File: src/rtl/fetch_unit.sv
// Instruction-fetch stage: owns the program counter, run/halt sequencing and
// the decoder start handshake. Fetch is zero-latency: the PC drives the
// instruction memory address directly and the returned word is sliced
// combinationally into the decoder fields.
//
// state | meaning
// ------+---------------------------------------------------------------
// IDLE  | after reset; waiting for start, pc holds
// LOAD  | start held; pc reloaded from selected program base every cycle
// RUN   | executing; pc advances/redirects on wpc_en, counter running
// HALT  | done seen; pc frozen on the done word, counter held
module fetch_unit #(
    parameter int PC_W    = 10,
    parameter int INSTR_W = 9,
    parameter int OFF_W   = 8,
    parameter int P0_ADDR = 0,
    parameter int P1_ADDR = 128,
    parameter int P2_ADDR = 256,
    parameter int P3_ADDR = 384
) (
    input  logic               clk,
    input  logic               reset,
    input  logic               start,
    input  logic [1:0]         prog_sel,
    input  logic [INSTR_W-1:0] imem_data,
    input  logic               wpc_en,
    input  logic               sel_pc_next,
    input  logic               is_branch,
    input  logic               cond_met,
    input  logic [OFF_W-1:0]   pc_offset,
    input  logic               done,
    output logic [PC_W-1:0]    imem_addr,
    output logic [2:0]         opcode,
    output logic [1:0]         branch_bits,
    output logic [INSTR_W-1:0] instr,
    output logic               ctrl_start,
    output logic               running,
    output logic               halted,
    output logic [15:0]        cycle_count
);

    typedef enum logic [1:0] {
        IDLE = 2'd0,
        LOAD = 2'd1,
        RUN  = 2'd2,
        HALT = 2'd3
    } state_t;

    state_t          state_q, state_d;
    logic [PC_W-1:0] pc_q, pc_d;
    logic [15:0]     cnt_q, cnt_d;

    logic [PC_W-1:0] load_addr;
    logic [PC_W-1:0] off_ext;
    logic [PC_W-1:0] pc_inc;
    logic [PC_W-1:0] pc_target;
    logic            taken;
    logic [15:0]     cnt_inc;

    // Program base address selected by prog_sel.
    always_comb begin
        load_addr = PC_W'(P0_ADDR);
        case (prog_sel)
            2'd0: load_addr = PC_W'(P0_ADDR);
            2'd1: load_addr = PC_W'(P1_ADDR);
            2'd2: load_addr = PC_W'(P2_ADDR);
            2'd3: load_addr = PC_W'(P3_ADDR);
            default: load_addr = PC_W'(P0_ADDR);
        endcase
    end

    // Sequential and PC-relative targets; both wrap modulo the address space.
    assign off_ext   = {{(PC_W-OFF_W){pc_offset[OFF_W-1]}}, pc_offset};
    assign pc_inc    = pc_q + PC_W'(1);
    assign pc_target = pc_inc + off_ext;
    assign taken     = sel_pc_next & (~is_branch | cond_met);
    assign cnt_inc   = (cnt_q == 16'hFFFF) ? cnt_q : cnt_q + 16'd1;

    // Next-state, PC and counter selection; start beats done beats wpc_en in RUN.
    always_comb begin
        state_d = state_q;
        pc_d    = pc_q;
        cnt_d   = cnt_q;
        case (state_q)
            IDLE: begin
                if (start) state_d = LOAD;
            end
            LOAD: begin
                pc_d  = load_addr;
                cnt_d = 16'd0;
                if (!start) state_d = RUN;
            end
            RUN: begin
                cnt_d = cnt_inc;
                if (start) begin
                    state_d = LOAD;
                end else if (done) begin
                    state_d = HALT;
                end else if (wpc_en) begin
                    pc_d = taken ? pc_target : pc_inc;
                end
            end
            HALT: begin
                if (start) state_d = LOAD;
            end
            default: state_d = IDLE;
        endcase
    end

    // State, PC and RUN-cycle counter registers with asynchronous clear.
    always_ff @(posedge clk or posedge reset) begin
        if (reset) begin
            state_q <= IDLE;
            pc_q    <= '0;
            cnt_q   <= 16'd0;
        end else begin
            state_q <= state_d;
            pc_q    <= pc_d;
            cnt_q   <= cnt_d;
        end
    end

    assign imem_addr   = pc_q;
    assign instr       = imem_data;
    assign opcode      = imem_data[INSTR_W-1 -: 3];
    assign branch_bits = imem_data[INSTR_W-4 -: 2];
    assign ctrl_start  = (state_q == IDLE) || (state_q == LOAD);
    assign running     = (state_q == RUN);
    assign halted      = (state_q == HALT);
    assign cycle_count = cnt_q;

endmodule

File: config.mk
export PLATFORM = sky130hd
export DESIGN_NAME = fetch_unit
export DESIGN_NICKNAME = d
export VERILOG_FILES = /design/src/rtl/fetch_unit.sv
export SDC_FILE = /design/constraint.sdc
export NUM_CORES = 1
export LEC_CHECK = 0
export CAP_MARGIN = 20
export CORE_MARGIN = 2
export CORE_UTILIZATION = 47
export CTS_CLUSTER_DIAMETER = 150
export DETAILED_ROUTE_END_ITERATION = 7
export PLACE_DENSITY_LB_ADDON = 0.15
export SYNTH_ARGS = -nofsm -noshare
export SYNTH_HDL_FRONTEND = slang
export SYNTH_SLANG_ARGS = --single-unit
export TNS_END_PERCENT = 50
File: constraint.sdc
create_clock -name clk -period 3.82 [get_ports clk]
set_clock_uncertainty 0.05 [all_clocks]
set_input_delay 0.764 -clock clk [delete_from_list [all_inputs] [get_ports clk]]
set_output_delay 0.764 -clock clk [all_outputs]
set_load 0.02 [all_outputs]
==> results.toml, run 1 <==
[route]
first_iter_violations = 147
drtAntennaViolNets = 0
drc = 0
drt-wirelength-per-cell_um = 13.4
drtPass1Iterations = 4
vias = 1916
drt-total-wl_um = 4630
viasPerCell = 5.52

[synthesis]
synth_area_um2 = 2160
avgSynthCellArea_um2 = 8.23
ys_seq_elements = 28
synth.net_count = 307
synthArstFlopShare_pct = 100
synth-main-ff-cell = "dfrtp_1"
synth_cell_type_count = 38
synth-seq-area-share_pct = 32.5
yosys_warnings = 0
synth_cells = 262
synth_edf_count = 0

[global_route]
antenna_found_initial = 0
overflow = 0
grt_usage_pct = 19.5
first_global_vias = 1753
grt_pass1_wl_um = 8140
grt_max_degree = 17

[setup_path]
cp_max_fo = 7
required_ns = 3.98
worst-setup-path-type = "reg2reg"
crit_path_cell_trace = "ha_1 > and3_1 > and3_1 > nand3_1 > xnor2_1 > ha_1 > nand2_1 > or4b_1 > and4b_1 > or3_1 > o211a_1 > o21ai_0"
crit_buf_inv = 0
cp_slowest_cell = "or4b_1"
startpoint_type = "register"
crit_family = "simple AND/OR/NAND/NOR gates"
max_stage_delay_ns = 0.49
cp-end-kind = "register"
r2r_slack_ns = 0.61
arrival_ns = 3.37

[placement]
dpl.hpwl_um = 3680
post-place-ws_ns = 0.613
io_buffers = 46
gp_congestion = 0.766

[die]
core_area_um2 = 4380
num_rows = 24
dieWidth_um = 71.7
start_util_pct = 49.2
die_y_um = 71.7
ios = 70
die_area_um2 = 5140

[status]
status = "completed"

[sta]
final_hold_viol_count = 0
setup_tns_ns = 0
maxSlewHeadroom_pct = 35.2
tightest_slew_ns = 0.968
rsz0062_at_grt = "false"
period_minus_slack_ns = 3.21
fin_crit_sh_pct = 84.1
slew_viol_final = 0
max_freq_mhz = 311
setup_violations = 0
setup_slack_ns = 0.606

[clock_tree]
clock-sinks = 28
clk-insertion-delay-late_ns = 0.28
cts-resized-gates = 0
cts_root_buf = "clkbuf_8"
ctsHoldBuffers = 0
cts_tree = "yes"
cts_setup_buffers = 0
clk_path_buf_depth = 2
clkTransAtPathRegs_ns = 0.10
cts_max_level = 1
cts_made_buffers = 3

[layout]
mostFrequentLayoutCell = "clkdlybuf4s50_1"
antenna_cells = 0
fin_nets = 341
drive_gt1_share_pct = 3.39
syn_to_final_growth_pct = 23.7
final_cell_mix = "46 x clkdlybuf4s50_1, 31 x o21ai_0, 28 x nor2_1, 28 x dfrtp_1, 23 x nand2_1"
fill_cells = 397

[pwr]
powerDensity_nw_per_um2 = 460
peakVddDrop_uv = 360
power_leakage_nw = 1.19

[flow_run]
max_cap_violations = 0

[hold_path]
hp-class = "reg2reg"
[routing by layer]
| metal | global-route usage (%) | vias up | wire [um] |
|---|---|---|---|
| met5 | 0 | - | 0 |
| met4 | 4.19 | 0 | 53 |
| met3 | 3.09 | 6 | 213 |
| met2 | 30.7 | 47 | 2100 |
| met1 | 28.3 | 889 | 2270 |
| li1 | - | 974 | - |
[through the flow]
| step | cell area [um2] | instances | power, mW | util, % | hold WS, ns |
|---|---|---|---|---|---|
| floorplan | 2160 | 262 | 0.817 | - | 0.435 |
| global placement | 2570 | 342 | 0.994 | 58.6 | 0.475 |
| detailed placement | 2590 | 343 | 0.999 | 59.2 | 0.479 |
| CTS | 2670 | 347 | 1.24 | 60.8 | 0.500 |
| global route | 2670 | 347 | 1.33 | 60.8 | 0.535 |
| finish | 2670 | 347 | 1.23 | 60.8 | 0.502 |
[kinds of logic (layout without fill, tap and decap cells)]
family / after synthesis / after routing / synth area share, %
AOI/OAI and AO/OA: 66 / 66 / 17.5
xor gates and xnor gates: 21 / 21 / 8.53
adders and majority gates: 18 / 18 / 10.8
buffers and inverters: 30 / 63 / 7.72
DFF: 28 / 28 / 32.5
muxes: 3 / 3 / 1.39
and+or+nand+nor: 96 / 96 / 21.5
[flip-flops by register name, indices dropped and copies added (netlist names)]
register / cells
cycle_count: 16
imem_addr: 10
state_q: 2
[synthesized netlist by cell type, types with 2 or more instances]
cell type   n  area share, %
a211oi_1    3            1.0
a21o_1      4            1.4
a21oi_1    14            3.3
a31oi_1     6            1.7
and3_1      6            1.7
buf_4      14            4.9
clkbuf_1    5           0.87
dfrtp_1    28             33
ha_1       17            9.9
inv_1      10            1.7
mux2i_1     3            1.4
nand2_1    23            4.0
nand2b_1    2           0.58
nand3_1    15            3.5
nand4_1     7            2.0
nor2_1     28            4.9
nor2b_1     3           0.87
nor3_1      3           0.70
o21ai_0    31            7.2
o21ai_1     2           0.46
or3_1       2           0.58
xnor2_1    10            4.1
xor2_1     11            4.5
[final cells by class]
type	instances	area, um2	area share, %
clock buffers	3	41.3	1.55
clock inverters	1	30.0	1.13
inverters	10	37.5	1.41
multi-input cells	204	1290	48.3
flip-flops and latches	28	701	26.3
well taps	52	65.1	2.44
repair buffers	49	503	18.9
[worst reg2reg max path, delay by kind of cell, from the launching register on]
| kind | cells | cell delay (ns) |
|---|---|---|
| xor gates and xnor gates | 1 | 0.16 |
| adders and majority gates | 2 | 0.61 |
| and+or+nand+nor | 7 | 1.68 |
| DFF | 1 | 0.46 |
| AOI/OAI and AO/OA | 2 | 0.19 |
[final timing paths]
| check | startpoint | to | cells past startpoint |
|---|---|---|---|
| hold / removal | cycle_count[7]$_DFFE_PP0P_ | cycle_count[7]$_DFFE_PP0P_ | 1 |
| hold reg to reg | cycle_count[7]$_DFFE_PP0P_ | cycle_count[7]$_DFFE_PP0P_ | 1 |
| setup reg to reg | imem_addr[0]$_DFFE_PP0P_ | imem_addr[9]$_DFFE_PP0P_ | 12 |
| min in group asynchronous | reset | cycle_count[10]$_DFFE_PP0P_ | 2 |
| setup / recovery | imem_addr[0]$_DFFE_PP0P_ | imem_addr[9]$_DFFE_PP0P_ | 12 |
| max in group asynchronous | reset | imem_addr[7]$_DFFE_PP0P_ | 3 |
[where the power goes]
group          internal (mW)  switching [mW]
Combinational          0.260           0.344
Sequential             0.334          0.0553
Clock                  0.140          0.0926
Power figures use the tool's default switching activity.
==> inputs of run 2 (changes only) <==
Clock period 3.82 ns to 3.35 ns, I/O delays scaled along.
==> run 2 against run 1 <==
Effect of this change: die area stayed put; critical path depth is the same; sequential power is 15% higher; largest power group unchanged; register-to-register slack got worse by 0.40 ns.
==> results.toml, run 2 (synthesized netlist as in run 1, its figures left out) <==
[status]
status = "completed"

[route]
drc = 0
drt-wirelength-per-cell_um = 13.9
first_iter_violations = 112
drtPass1Iterations = 4
vias = 1921
viasPerCell = 5.52
drt-total-wl_um = 4820
drtAntennaViolNets = 0

[clock_tree]
cts_max_level = 1
clk-insertion-delay-late_ns = 0.28
clock-sinks = 28
cts_made_buffers = 3
clk_path_buf_depth = 2
cts_tree = "yes"
cts_root_buf = "clkbuf_8"
cts_setup_buffers = 0
clkTransAtPathRegs_ns = 0.10

[die]
die_area_um2 = 5140
start_util_pct = 49.2
core_area_um2 = 4380
ios = 70
num_rows = 24
die_y_um = 71.7
dieWidth_um = 71.7

[layout]
mostFrequentLayoutCell = "clkdlybuf4s50_1"
final_cell_mix = "46 x clkdlybuf4s50_1, 31 x o21ai_0, 28 x nor2_1, 27 x dfrtp_1, 23 x nand2_1"
drive_gt1_share_pct = 4.39
largest_reg_flops = 16
utilization_pct = 60.6
antenna_cells = 0
fin_nets = 342
syn_to_final_growth_pct = 23.3

[global_route]
antenna_found_initial = 0
grt_pass1_wl_um = 8080
first_global_vias = 1785
grt_max_degree = 29
overflow = 0
grt_usage_pct = 19.1

[pwr]
p_sw_mw = 0.574
power_leakage_nw = 1.19
peakVddDrop_uv = 384
internal-power_mw = 0.849
powerDensity_nw_per_um2 = 536
pwr-share-seq_pct = 31.4
switching_share_pct = 40.3
pwr-share-comb_pct = 49.5
pwr-share-clk_pct = 19.1
design_power_total_mw = 1.42

[sta]
final_hold_viol_count = 0
setup_violations = 0
setup_slack_ns = 0.202
rsz0062_at_grt = "false"
max_freq_mhz = 318
maxSlewHeadroom_pct = 64.2
tightest_slew_ns = 0.534
period_minus_slack_ns = 3.15
fin_crit_sh_pct = 94.0
slew_viol_final = 0
setup_tns_ns = 0

[setup_path]
required_ns = 3.50
cp-end-kind = "register"
worst-setup-path-type = "reg2reg"
arrival_ns = 3.30
cp_max_fo = 5
startpoint_type = "register"

[placement]
io_buffers = 46
dpl.hpwl_um = 3660
gp_congestion = 0.819
post-place-ws_ns = 0.188

[flow_run]
max_cap_violations = 0

[hold_path]
hp-class = "reg2reg"
run 2: cell count changes in the layout (fill, tap and decap cells not counted):
cell / change
ha_1: -1
dfrtp_1: -1
dfrtp_2: +1
ha_2: +1
buf_4: +2
buf_16: -1
run 2: repair_timing:
item,in CTS,in global routing
endpoints found under the setup margin,0,1
hold buffers,0,0
gates resized for setup,0,2
run 2: stage by stage:
stage	hold slack, ns	instances	area (um2)
after CTS	0.501	348	2650
after floorplan	0.435	262	2160
after global placement	0.475	344	2580
after detailed placement	0.475	344	2580
after global routing	0.534	348	2660
final	0.506	348	2660
run 2: cell type report:
cell class                      count  area [um2]
Sequential cell                    28         702
Clock buffer                        3        41.3
Inverter                           10        37.5
Timing Repair Buffer               50         490
Fill cell                         406        1730
Tap cell                           52        65.1
Clock inverter                      1        30.0
Multi-Input combinational cell    204        1290
run 2: final timing paths:
path | to | from | slack (ns) | cells past startpoint
max | imem_addr[9]$_DFFE_PP0P_ | imem_addr[1]$_DFFE_PP0P_ | 0.20 | 12
min | state_q[1]$_DFFE_PP0P_ | state_q[1]$_DFFE_PP0P_ | 0.51 | 2
max reg2reg | imem_addr[9]$_DFFE_PP0P_ | imem_addr[1]$_DFFE_PP0P_ | 0.20 | 12
min reg2reg | state_q[1]$_DFFE_PP0P_ | state_q[1]$_DFFE_PP0P_ | 0.51 | 2
max in group asynchronous | imem_addr[0]$_DFFE_PP0P_ | reset | 2.27 | 3
min in group asynchronous | cycle_count[13]$_DFFE_PP0P_ | reset | 0.70 | 3
run 2: critical path, cell delays in order (launching register included):
cell and delay (ns):
dfrtp_1 0.43, ha_2 0.25, and3_1 0.20, and3_1 0.24, nand3_1 0.11, xnor2_1 0.16
ha_1 0.33, nand2_1 0.07, or4b_1 0.49, and4b_1 0.20, or3_1 0.34, o211a_1 0.13
o21ai_0 0.07
run 2: power groups by stage:
stage               Clock [mW]  Sequential [mW]  Combinational, mW
detailed placement           0            0.452              0.700
global placement             0            0.451              0.697
CTS                      0.274            0.446              0.708
global route             0.292            0.456              0.794
finish                   0.272            0.448              0.704
floorplan                    0            0.477              0.455
run 2: layer usage:
metal / routed length (um) / share of wire [%] / global-route usage [%] / vias up
li1: - / - / - / 980
met1: 2380 / 49 / 27.1 / 906
met2: 2210 / 46 / 30.9 / 33
met3: 210 / 4.4 / 2.67 / 2
met4: 20 / 0.41 / 4.40 / 0
met5: 0 / 0 / 0 / -
==> inputs of run 3 (changes only) <==
Settings changed: GPL_TIMING_DRIVEN from default to 0, PLACE_DENSITY from default to 0.81, PLACE_DENSITY_LB_ADDON 0.15 to default.
==> run 3 against run 2 <==
Effect of this change: global-route usage is 1.4 points higher; setup slack worse by 0.013 ns; critical path depth stayed put; fmax is 0.41% lower; power is 0.52% lower; sequential share of layout area is 2.5 points lower; register-to-register slack hardly changed; clock power is 21% lower; wire length is 7.8% higher; utilization is 6.4 points higher; via count is 11% higher; largest cell class unchanged.
==> results.toml, run 3 (synthesized netlist as in run 1, its figures left out) <==
[setup_path]
cp-end-kind = "register"
required_ns = 3.51
cp_max_fo = 5
arrival_ns = 3.32
startpoint_type = "register"
worst-setup-path-type = "reg2reg"

[placement]
gp_congestion = 0.851
io_buffers = 60
dpl.hpwl_um = 3980

[route]
vias = 2127
drtAntennaViolNets = 0
drt-total-wl_um = 5200
drc = 0
drtPass1Iterations = 4
first_iter_violations = 193
drt-wirelength-per-cell_um = 13.6
viasPerCell = 5.57

[die]
ios = 70
die_y_um = 71.7
die_area_um2 = 5140
dieWidth_um = 71.7
core_area_um2 = 4380
start_util_pct = 49.2
num_rows = 24

[layout]
final_cell_mix = "60 x clkdlybuf4s50_1, 31 x o21ai_0, 28 x nor2_1, 27 x dfrtp_1, 23 x nand2_1"
largest_reg_flops = 16
antenna_cells = 0
drive_gt1_share_pct = 9.09
fin_nets = 376
mostFrequentLayoutCell = "clkdlybuf4s50_1"
syn_to_final_growth_pct = 36.2

[sta]
rsz0062_at_grt = "false"
slew_viol_final = 0
setup_violations = 0
max_freq_mhz = 316
setup_tns_ns = 0
fin_crit_sh_pct = 94.4
period_minus_slack_ns = 3.16
maxSlewHeadroom_pct = 58.0
tightest_slew_ns = 0.626
final_hold_viol_count = 0

[hold_path]
hp-class = "reg2reg"

[clock_tree]
cts_tree = "yes"
ctsHoldBuffers = 0
clkTransAtPathRegs_ns = 0.10
cts_root_buf = "clkbuf_8"
cts_made_buffers = 3
clock-sinks = 28
clk_path_buf_depth = 2
cts_max_level = 1
clk-insertion-delay-late_ns = 0.28

[global_route]
antenna_found_initial = 0
first_global_vias = 1944
overflow = 0
grt_max_degree = 29
grt_usage_pct = 20.5
grt_pass1_wl_um = 8620

[flow_run]
max_cap_violations = 0

[pwr]
peakVddDrop_uv = 427
design_power_total_mw = 1.42
powerDensity_nw_per_um2 = 482
power_leakage_nw = 1.32

[status]
status = "completed"
==> run 3: critical path: stages (launching register included) <==
cell and delay (ns):
dfrtp_2 0.42, ha_2 0.23, and3_1 0.20, and3_2 0.24
nand3_1 0.11, xnor2_1 0.17, ha_1 0.34, nand2_1 0.08
or4b_1 0.51, and4b_1 0.22, or3_1 0.34, o211a_1 0.13
o21ai_0 0.06
==> run 3: worst paths after layout <==
kind | slack, ns | to | cells after the start | start
worst max register to register | 0.19 | imem_addr[9]$_DFFE_PP0P_ | 12 | imem_addr[0]$_DFFE_PP0P_
min in group asynchronous | 0.65 | imem_addr[8]$_DFFE_PP0P_ | 2 | reset
worst min register to register | 0.50 | state_q[1]$_DFFE_PP0P_ | 2 | state_q[1]$_DFFE_PP0P_
max in group asynchronous | 2.14 | cycle_count[10]$_DFFE_PP0P_ | 3 | reset
worst max-delay path | 0.19 | imem_addr[9]$_DFFE_PP0P_ | 12 | imem_addr[0]$_DFFE_PP0P_
worst min-delay path | 0.50 | state_q[1]$_DFFE_PP0P_ | 2 | state_q[1]$_DFFE_PP0P_
==> run 3: where the power goes <==
group | leakage [nW] | switching (mW) | internal, mW
clock | 0.0288 | 0.110 | 0.105
combinational | 0.912 | 0.419 | 0.336
sequential | 0.378 | 0.0640 | 0.382
total | 1.32 | 0.593 | 0.823
==> run 3: metrics by stage <==
step	cell area [um2]	utilization [%]	cells	worst slack, ns	hold slack, ns
finish	2940	67.0	382	0.189	0.502
floorplan	2160	-	262	0.232	0.435
detailed placement	2820	64.4	374	0.116	0.476
global route	2940	67.0	382	0.0334	0.532
global placement	2820	64.4	374	0.201	0.469
CTS	2880	65.6	378	0.0966	0.496
==> run 3: repair_timing <==
item,in CTS,in global routing
hold endpoints to repair,0,0
setup endpoints to repair,0,1
gates resized for setup,0,4
buffers inserted,0,3
==> run 3: layout make-up <==
cell class / instances / area (um2)
Timing Repair Buffer: 64 / 651
Multi-Input combinational cell: 204 / 1300
Buffer: 20 / 129
Inverter: 10 / 37.5
Clock buffer: 4 / 55.1
Fill cell: 366 / 1450
Sequential cell: 28 / 702
Tap cell: 52 / 65.1
==> run 3: per-layer routing <==
layer / vias up / wire (um) / track usage, %
li1: 1046 / - / -
met1: 991 / 2190 / 26.7
met2: 83 / 2580 / 36.0
met3: 7 / 357 / 2.25
met4: 0 / 64 / 5.66
met5: - / 0 / 0
